**config.mk**
```make
export PLATFORM = sky130hd
export DESIGN_NAME = instruction_fetch_unit_flat
export DESIGN_NICKNAME = d
export VERILOG_FILES = /design/src/rtl/instruction_fetch_unit_if.sv /design/src/rtl/instruction_fetch_unit.sv /design/src/flat_wrapper.sv
export SDC_FILE = /design/constraint.sdc
export NUM_CORES = 1
export LEC_CHECK = 0
export CAP_MARGIN = 10
export CORE_UTILIZATION = 51
export CTS_CLUSTER_SIZE = 25
export DETAILED_ROUTE_END_ITERATION = 8
export GPL_TIMING_DRIVEN = 0
export PLACE_DENSITY_LB_ADDON = 0.2
export SYNTH_ARGS = -nofsm -noshare
export SYNTH_HDL_FRONTEND = slang
export SYNTH_SLANG_ARGS = --single-unit
```
**constraint.sdc**
```tcl
create_clock -name clk -period 2.5 [get_ports clk]
set_input_delay 0.5 -clock clk [delete_from_list [all_inputs] [get_ports clk]]
set_output_delay 0.5 -clock clk [all_outputs]
set_load 0.01 [all_outputs]
```
**src/rtl/instruction_fetch_unit_if.sv**
```systemverilog
// Instruction-fetch bus: memory read port, redirect input and decode handshake.
// master = fetch unit side, slave = memory/decode/branch environment side.
interface instruction_fetch_unit_if;
    logic [31:0] imem_addr;
    logic [31:0] imem_data;
    logic        redirect_valid;
    logic [31:0] redirect_pc;
    logic        id_valid;
    logic        id_ready;
    logic [31:0] id_instr;
    logic [31:0] id_pc;
    logic [31:0] fetch_count;

    modport master (
        output imem_addr, id_valid, id_instr, id_pc, fetch_count,
        input  imem_data, redirect_valid, redirect_pc, id_ready
    );

    modport slave (
        input  imem_addr, id_valid, id_instr, id_pc, fetch_count,
        output imem_data, redirect_valid, redirect_pc, id_ready
    );
endinterface

```
**src/rtl/instruction_fetch_unit.sv**
```systemverilog
// Instruction fetch unit: issues word addresses to InstructionMemory, captures
// responses into a 2-entry {instr, pc} queue and hands them to decode.
// Optional accepted-instruction counter enabled by defining IFU_PERF_CNT_EN.
module instruction_fetch_unit #(
    parameter logic [31:0] RESET_PC = 32'h0,
    parameter logic [31:0] PC_INC   = 32'd1
) (
    input  logic                     clk,
    input  logic                     rst_n,
    instruction_fetch_unit_if.master ifu
);
    logic [31:0] r_fetch_pc;
    logic        r_pend;
    logic [31:0] r_pend_pc;
    logic [1:0]  r_occ;
    logic [31:0] r_head_instr, r_head_pc;
    logic [31:0] r_tail_instr, r_tail_pc;

    logic        w_pop, w_push, w_issue;
    logic [2:0]  w_credit;

    // Credit rule: buffered + in-flight entries after this cycle's pop must stay
    // below 2, so a response always has a free slot when it lands.
    assign w_pop    = (r_occ != 2'd0) & ifu.id_ready;
    assign w_push   = r_pend & !ifu.redirect_valid;
    assign w_credit = {1'b0, r_occ} + {2'b00, r_pend};
    assign w_issue  = !ifu.redirect_valid & (w_credit < (3'd2 + {2'b00, w_pop}));

    // Fetch PC and the single outstanding request; redirect kills the in-flight one.
    always_ff @(posedge clk or negedge rst_n) begin
        if (!rst_n) begin
            r_fetch_pc <= RESET_PC;
            r_pend     <= 1'b0;
            r_pend_pc  <= '0;
        end else if (ifu.redirect_valid) begin
            r_fetch_pc <= ifu.redirect_pc;
            r_pend     <= 1'b0;
        end else if (w_issue) begin
            r_pend     <= 1'b1;
            r_pend_pc  <= r_fetch_pc;
            r_fetch_pc <= r_fetch_pc + PC_INC;
        end else begin
            r_pend     <= 1'b0;
        end
    end

    // Two-entry queue as head/tail registers; head stays put when the queue empties
    // so decode sees the last delivered word.
    always_ff @(posedge clk or negedge rst_n) begin
        if (!rst_n) begin
            r_occ        <= 2'd0;
            r_head_instr <= '0;
            r_head_pc    <= '0;
            r_tail_instr <= '0;
            r_tail_pc    <= '0;
        end else if (ifu.redirect_valid) begin
            r_occ <= 2'd0;
        end else begin
            case ({w_push, w_pop})
                2'b10: begin
                    if (r_occ == 2'd0) begin
                        r_head_instr <= ifu.imem_data;
                        r_head_pc    <= r_pend_pc;
                    end else begin
                        r_tail_instr <= ifu.imem_data;
                        r_tail_pc    <= r_pend_pc;
                    end
                    r_occ <= r_occ + 2'd1;
                end
                2'b01: begin
                    if (r_occ == 2'd2) begin
                        r_head_instr <= r_tail_instr;
                        r_head_pc    <= r_tail_pc;
                    end
                    r_occ <= r_occ - 2'd1;
                end
                2'b11: begin
                    if (r_occ == 2'd1) begin
                        r_head_instr <= ifu.imem_data;
                        r_head_pc    <= r_pend_pc;
                    end else begin
                        r_head_instr <= r_tail_instr;
                        r_head_pc    <= r_tail_pc;
                        r_tail_instr <= ifu.imem_data;
                        r_tail_pc    <= r_pend_pc;
                    end
                end
                default: ;
            endcase
        end
    end

`ifdef IFU_PERF_CNT_EN
    logic [31:0] r_fetch_count;

    // Count every delivered instruction, redirect cycles included.
    always_ff @(posedge clk or negedge rst_n) begin
        if (!rst_n)
            r_fetch_count <= '0;
        else if (w_pop)
            r_fetch_count <= r_fetch_count + 32'd1;
    end

    assign ifu.fetch_count = r_fetch_count;
`else
    assign ifu.fetch_count = 32'd0;
`endif

    assign ifu.imem_addr = r_fetch_pc;
    assign ifu.id_valid  = (r_occ != 2'd0);
    assign ifu.id_instr  = r_head_instr;
    assign ifu.id_pc     = r_head_pc;
endmodule

```
**src/flat_wrapper.sv**
```systemverilog
// flat-port wrapper written by rule: the top's interface ports become plain ports
module instruction_fetch_unit_flat 
#(
    parameter logic [31:0] RESET_PC = 32'h0,
    parameter logic [31:0] PC_INC   = 32'd1
)
  (clk, rst_n, ifu_imem_addr, ifu_id_valid, ifu_id_instr, ifu_id_pc, ifu_fetch_count, ifu_imem_data, ifu_redirect_valid, ifu_redirect_pc, ifu_id_ready);
  instruction_fetch_unit_if ifu_i ();
  input  logic clk;
  input  logic rst_n;
  output wire logic [$bits(ifu_i.imem_addr)-1:0] ifu_imem_addr;
  output wire logic [$bits(ifu_i.id_valid)-1:0] ifu_id_valid;
  output wire logic [$bits(ifu_i.id_instr)-1:0] ifu_id_instr;
  output wire logic [$bits(ifu_i.id_pc)-1:0] ifu_id_pc;
  output wire logic [$bits(ifu_i.fetch_count)-1:0] ifu_fetch_count;
  input wire logic [$bits(ifu_i.imem_data)-1:0] ifu_imem_data;
  input wire logic [$bits(ifu_i.redirect_valid)-1:0] ifu_redirect_valid;
  input wire logic [$bits(ifu_i.redirect_pc)-1:0] ifu_redirect_pc;
  input wire logic [$bits(ifu_i.id_ready)-1:0] ifu_id_ready;
  assign ifu_imem_addr = ifu_i.imem_addr;
  assign ifu_id_valid = ifu_i.id_valid;
  assign ifu_id_instr = ifu_i.id_instr;
  assign ifu_id_pc = ifu_i.id_pc;
  assign ifu_fetch_count = ifu_i.fetch_count;
  assign ifu_i.imem_data = ifu_imem_data;
  assign ifu_i.redirect_valid = ifu_redirect_valid;
  assign ifu_i.redirect_pc = ifu_redirect_pc;
  assign ifu_i.id_ready = ifu_id_ready;
  instruction_fetch_unit #(.RESET_PC(RESET_PC), .PC_INC(PC_INC)) u_core (.clk(clk), .rst_n(rst_n), .ifu(ifu_i));
endmodule
```
==> metrics.txt, run 1 <==
commonest non-fill, non-tap cell in the layout=dfrtp_1; Slew @ Worst Pin=0.894 ns; CP delay by family, top=simple AND/OR/NAND/NOR gates; Critical path origin=u_core.r_occ[0]; Worst-Skew Late Latency=0.43 ns; global route total overflow=0; synthesized area=9010 sq um; Post-DP HPWL=14,400 um; Num CTS Buffers=17; Iter 0 DRT Violations=320; crit-path cells=ha_4 > ha_2 > clkbuf_2 > nor2_4 > o21ai_1 > buf_2 > or4_1 > a31oi_1; WP data required=2.85 ns; multiplexer share of the synthesized area=0.192; WP data arrival=2.77 ns; final setup vio count=0; Synth Area in Simple Gates=0.0958; max frequency=0.412 GHz; antenna violations before repair=0; critical path's slowest cell=or4_1; Fin. Hold Viols=0; adder-cell share of the synthesized area=0.0106; P_leak=0.00530 uW; Rel. slew slack=0.404; crit path buf inv count=2; Initial Utilization=0.521; IO Port Bufs=164; Cells after DPL=1,196; status=finished clean; Critical Path End Type=flop; vias in the first global route=6,496; total wire length=20,200 um; Core Area=17,300 sq um; CP max stage delay=0.51 ns; Yosys warnings=0; die width=135 um; nets=1,068; most frequent cells in the layout=dfrtp_1 (194), clkdlybuf4s50_1 (163), mux2_2 (96), nand2_1 (86), o21ai_0 (79); TritonCTS clock tree=yes; worst setup margin=0.0740 ns; io pins=197; Non-Filler Instances=1,232; Filler Cell Count=1,371; hold crit path type=input port to asynchronous set/reset pin; fraction of layout cells with a size suffix above 1=0.203; antenna cells=0; Die Y=135 um; Worst Clk Skew=0.00763 ns; Worst-path clk slew=0.07 ns; reg-to-reg critical path startpoint=u_core.r_occ[0]; first-pass GRT wire length=33,100 um; largest family of logic cells by synthesized area=multiplexers; total vias in the final route=6,669; Placer Congestion=0.835; post-synth cell types=52; die footprint=18,200 sq um; #FFs+latches synth=195; GR Util All Layers=0.234; fin crit share=0.970; Pwr Density=1100 nW/um^2; CTS Buffer Depth=2; sequential fraction of the synthesis area=0.542; Detailed Routing Iterations Pass 1=5; Post-Syn Area per Cell=11.6 sq um; row count=48; H-tree Lvls=4; min Tclk post-route=2.43 ns; met2 WL=9590 um; area fraction in compound gates after synthesis=0.0922; residual DRC count=0; M1 wire length=9190 um; Post-DRT Antenna Nets=0; Clock Sinks=195; Top FF cell, synth=dfrtp_1; max-capacitance violation count=0; Crit Path Max Fanout=10; met3 wire len=1170 um; Avg WL per Cell=16.4 um; Peak VDD IR=0.000605 V; dpl ws=-0.657 ns; XOR/XNOR Fraction of Synth Area=0.0107; Final Power=13,000 uW; Vias per Instance=5.41; largest net degree at the start of global routing=121; EDFF count, synth=0; Startpoint Class=flop; Slew Limit Fails=0; Mapped Cells=775; asr flop ratio synth=1.00; top sig layer=met4; final core utilization=0.681; CTS root buffer=clkbuf_16; Critical Setup Path Class=flop to flop; Layout area overhead=30.7%
cells in the mapped netlist, types with 3 or more instances:
library cell / instances / area (sq um)
nor2b_1: 5 / 31.3
and4_1: 4 / 35.0
buf_6: 4 / 45.0
nor4_1: 4 / 25.0
o31ai_1: 11 / 82.6
nand2_1: 86 / 323
nand3_1: 15 / 75.1
xor2_1: 3 / 26.3
buf_2: 14 / 70.1
buf_4: 33 / 248
ha_1: 6 / 75.1
a21oi_1: 4 / 20.0
nor2_1: 17 / 63.8
mux2i_1: 65 / 651
a31oi_1: 13 / 81.3
and3_1: 5 / 31.3
o211ai_1: 5 / 37.5
nand2b_1: 3 / 18.8
nand4_1: 11 / 68.8
or4_1: 13 / 97.6
o21ai_0: 79 / 395
clkbuf_1: 31 / 116
inv_1: 7 / 26.3
mux2_2: 96 / 1080
o31a_1: 4 / 35.0
and2_1: 3 / 18.8
xnor2_1: 8 / 70.1
dfrtp_1: 195 / 4880
sequential cells by signal (all words and copies together), names as in the netlist:
| name | count |
|---|---|
| u_core.ifu.imem_addr | 32 |
| u_core.r_tail_pc | 32 |
| u_core.r_pend_pc | 32 |
| u_core.r_pend | 1 |
| u_core.r_occ | 2 |
| u_core.ifu.id_pc | 32 |
| u_core.ifu.id_instr | 32 |
| u_core.r_tail_instr | 32 |
worst paths after layout:
check | slack [ns] | cells after the start | endpoint
max | 0.07 | 8 | u_core.ifu.imem_addr[17]
min | 0.16 | 1 | u_core.r_tail_instr[11]
max reg2reg | 0.07 | 8 | u_core.ifu.imem_addr[17]
min reg2reg | 0.48 | 2 | u_core.ifu.id_instr[25]
max in group asynchronous | 1.46 | 2 | u_core.r_occ[0]
min in group clk | 0.48 | 2 | u_core.ifu.id_instr[25]
cells by family (layout without fill, tap and decap cells):
group	after synthesis	in the layout
xor+xnor	11	11
buf+inv	90	291
flops	195	195
mux	161	161
other cells	1	32
simple gates	174	174
compound gates	135	135
fa+ha+maj	8	8
worst reg2reg max path, stage by stage, from the launching register on:
cell      delay [ns]
dfrtp_2         0.45
ha_4            0.17
ha_2            0.24
clkbuf_2        0.21
nor2_4          0.21
o21ai_1         0.15
buf_2           0.23
or4_1           0.51
a31oi_1         0.19
area by class of cell:
type	count	area, sq um	share of cell area
clock inverters	15	158	0.0134
inverters	8	30.0	0.00255
repair buffers	169	1700	0.145
flip-flops and latches	195	4880	0.415
clock buffers	17	425	0.0361
well taps	225	282	0.0239
plain buffers	82	504	0.0428
multi-input cells	521	3790	0.322
layer usage:
| layer | vias up | global-route usage |
|---|---|---|
| met2 | 229 | 0.368 |
| met1 | 3263 | 0.329 |
| met3 | 19 | 0.0424 |
| met5 | - | 0 |
| li1 | 3158 | - |
| met4 | 0 | 0.0768 |
power by group:
part           leakage, uW  switching (uW)  internal (uW)
Sequential         0.00234             843           4500
Clock             0.000288            1280           1420
Combinational      0.00267            2170           2780
repair_timing:
action	4_1_cts	5_1_grt
gates resized for setup	7	18
endpoints found under the setup margin	64	81
gates cloned	0	0
hold buffers	0	0
pin swaps	1	2
setup buffers	1	3
per-stage QoR:
step           instance area (sq um)  hold slack (ns)  setup TNS [ns]
2_1_floorplan                   9130            0.204               0
3_3_place_gp                   11000            0.461        -1442.69
3_5_place_dp                   11100            0.470          -56.11
4_1_cts                        11700            0.197               0
5_1_grt                        11800            0.237         -0.0420
6_report                       11800            0.159               0
Note: power is estimated with default switching activity, not from simulation.
==> run 2: changes to the inputs <==
--- a/config.mk
+++ b/config.mk
@@ -6,9 +6,11 @@
 export NUM_CORES = 1
 export LEC_CHECK = 0
 export CAP_MARGIN = 10
+export CORE_MARGIN = 4
 export CORE_UTILIZATION = 51
 export CTS_CLUSTER_SIZE = 25
 export DETAILED_ROUTE_END_ITERATION = 8
+export GPL_ROUTABILITY_DRIVEN = 0
 export GPL_TIMING_DRIVEN = 0
 export PLACE_DENSITY_LB_ADDON = 0.2
 export SYNTH_ARGS = -nofsm -noshare
==> metrics.txt, run 2 (synthesized netlist as in run 1, its figures left out) <==
status=finished clean; R2R setup slack=0.08 ns (about the same); crit-path cells=inv_1 > ha_4 > or3b_1 > buf_6 > a21oi_4 > and2_1 > buf_6 > buf_6 > mux2_2; crit path buf inv count=4 (+2); Critical Setup Path Class=flop to flop; WP data required=2.81 ns (-0.04 ns); CTS Hold Bufs=0 (unchanged); dpl ws=-0.707 ns (-0.0499 ns); WP data arrival=2.73 ns (-0.04 ns); most frequent cells in the layout=dfrtp_1 (194), clkdlybuf4s50_1 (163), mux2_2 (96), nand2_1 (86), o21ai_0 (79); IO Port Bufs=164 (unchanged); Filler Cell Count=1,360 (-0.80%); Detailed Routing Iterations Pass 1=4 (-1); Slew Limit Fails=0 (unchanged); Clock Sinks=195 (unchanged); CP delay by family, top=buffers and inverters; Vias per Instance=5.35 (-1.2%); Fin. Hold Viols=0 (unchanged); vias in the first global route=6,661 (+2.5%); fraction of layout cells with a size suffix above 1=0.201 (-0.00159); hold crit path type=input port to asynchronous set/reset pin; critical path's slowest cell=dfrtp_1; Layout area overhead=30.6% (about the same); Rel. slew slack=0.590 (+0.186); final core utilization=0.680 (about the same); Startpoint Class=flop; Post-DP HPWL=15,000 um (+3.8%); antenna cells=0 (unchanged); Core Area=17,300 sq um (unchanged); CTS Buffer Depth=2 (unchanged); Worst-path clk slew=0.07 ns (about the same); fin crit share=0.967 (-0.00384); GR Util All Layers=0.212 (-0.0217); largest net degree at the start of global routing=123 (+1.7%); row count=48 (unchanged); Worst Clk Skew=0.0126 ns (+0.00499 ns); Avg WL per Cell=16.9 um (+3.0%); CTS root buffer=clkbuf_16; Iter 0 DRT Violations=330 (+3.1%); Peak VDD IR=0.000557 V (-7.9%); io pins=197 (unchanged); residual DRC count=0 (unchanged); final setup vio count=0 (unchanged); Slew @ Worst Pin=0.616 ns (-0.278 ns); Die Y=141 um (+4.4%); max frequency=0.414 GHz (+0.40%); Crit Path Max Fanout=10 (unchanged); H-tree Lvls=4 (unchanged); global route total overflow=0 (unchanged); Pwr Density=1100 nW/um^2 (-0.60%); first-pass GRT wire length=34,200 um (+3.1%); commonest non-fill, non-tap cell in the layout=dfrtp_1; setup TNS=0 ns (unchanged); total wire length=20,800 um (+2.9%); die width=141 um (+4.4%); min Tclk post-route=2.42 ns (-0.00960 ns); nets=1,066 (-0.19%); P_leak=0.00528 uW (-0.40%); CP max stage delay=0.41 ns (-0.10 ns); Initial Utilization=0.521 (unchanged); TritonCTS clock tree=yes; worst setup margin=0.0836 ns (+0.00960 ns); total vias in the final route=6,575 (-1.4%); Worst-Skew Late Latency=0.43 ns (about the same); Post-DRT Antenna Nets=0 (unchanged); antenna violations before repair=0 (unchanged); cell mode on critical path=buf_6; max-capacitance violation count=0 (unchanged); die footprint=19,900 sq um (+9.1%); Critical Path End Type=flop; Num CTS Buffers=17 (unchanged)
-- run 2: cell count changes in the layout (fill, tap and decap cells not counted), sizes merged --
cell	change
bufinv	-1
clkbuf	-2
clkinv	+4
clkinvlp	+1
inv	-4
-- run 2: cell type report --
| type | instances | area [sq um] | share of cell area |
|---|---|---|---|
| Clock inverter | 15 | 141 | 0.0120 |
| Timing Repair Buffer | 168 | 1710 | 0.145 |
| Multi-Input combinational cell | 521 | 3800 | 0.323 |
| Clock buffer | 17 | 425 | 0.0362 |
| Tap cell | 225 | 282 | 0.0239 |
| Buffer | 81 | 495 | 0.0421 |
| Inverter | 8 | 30.0 | 0.00255 |
| Sequential cell | 195 | 4880 | 0.415 |
-- run 2: power breakdown --
group / leakage, uW / total, uW / internal [uW] / switching [uW]
registers: 0.00234 / 5340 / 4500 / 839
logic: 0.00266 / 4960 / 2770 / 2190
clock network: 0.000274 / 2610 / 1320 / 1290
-- run 2: worst paths after layout --
| kind | start | end | cells after the start |
|---|---|---|---|
| max | u_core.r_occ[1] | u_core.r_pend_pc[9] | 9 |
| min | rst_n | u_core.ifu.id_instr[9] | 1 |
| max reg2reg | u_core.r_occ[1] | u_core.r_pend_pc[9] | 9 |
| min reg2reg | u_core.ifu.id_pc[15] | u_core.ifu.id_pc[15] | 2 |
| max in group asynchronous | rst_n | u_core.r_occ[0] | 2 |
| min in group clk | u_core.ifu.id_pc[15] | u_core.ifu.id_pc[15] | 2 |
-- run 2: timing repair --
item	CTS	global route
hold endpoints to repair	0	0
gates resized for setup	8	14
setup endpoints to repair	110	82
buffers inserted	1	2
pin swaps	1	2
-- run 2: per-stage QoR --
| stage | cell area (sq um) | hold WS, ns | power [uW] | cells |
|---|---|---|---|---|
| after CTS | 11700 | 0.0474 | 12900 | 1229 |
| after global routing | 11800 | 0.0655 | 13800 | 1230 |
| after floorplan | 9130 | 0.204 | 8160 | 806 |
| after global placement | 11000 | 0.461 | 10100 | 1195 |
| after detailed placement | 11100 | 0.469 | 10300 | 1196 |
| final | 11800 | 0.0279 | 12900 | 1230 |
-- run 2: metal layers --
layer  up-vias  wire length, um  track usage
met3        21             1110       0.0434
met5         -                0            0
met4         0              179       0.0444
met1      3207             9420        0.298
li1       3144                -            -
met2       203            10100        0.346
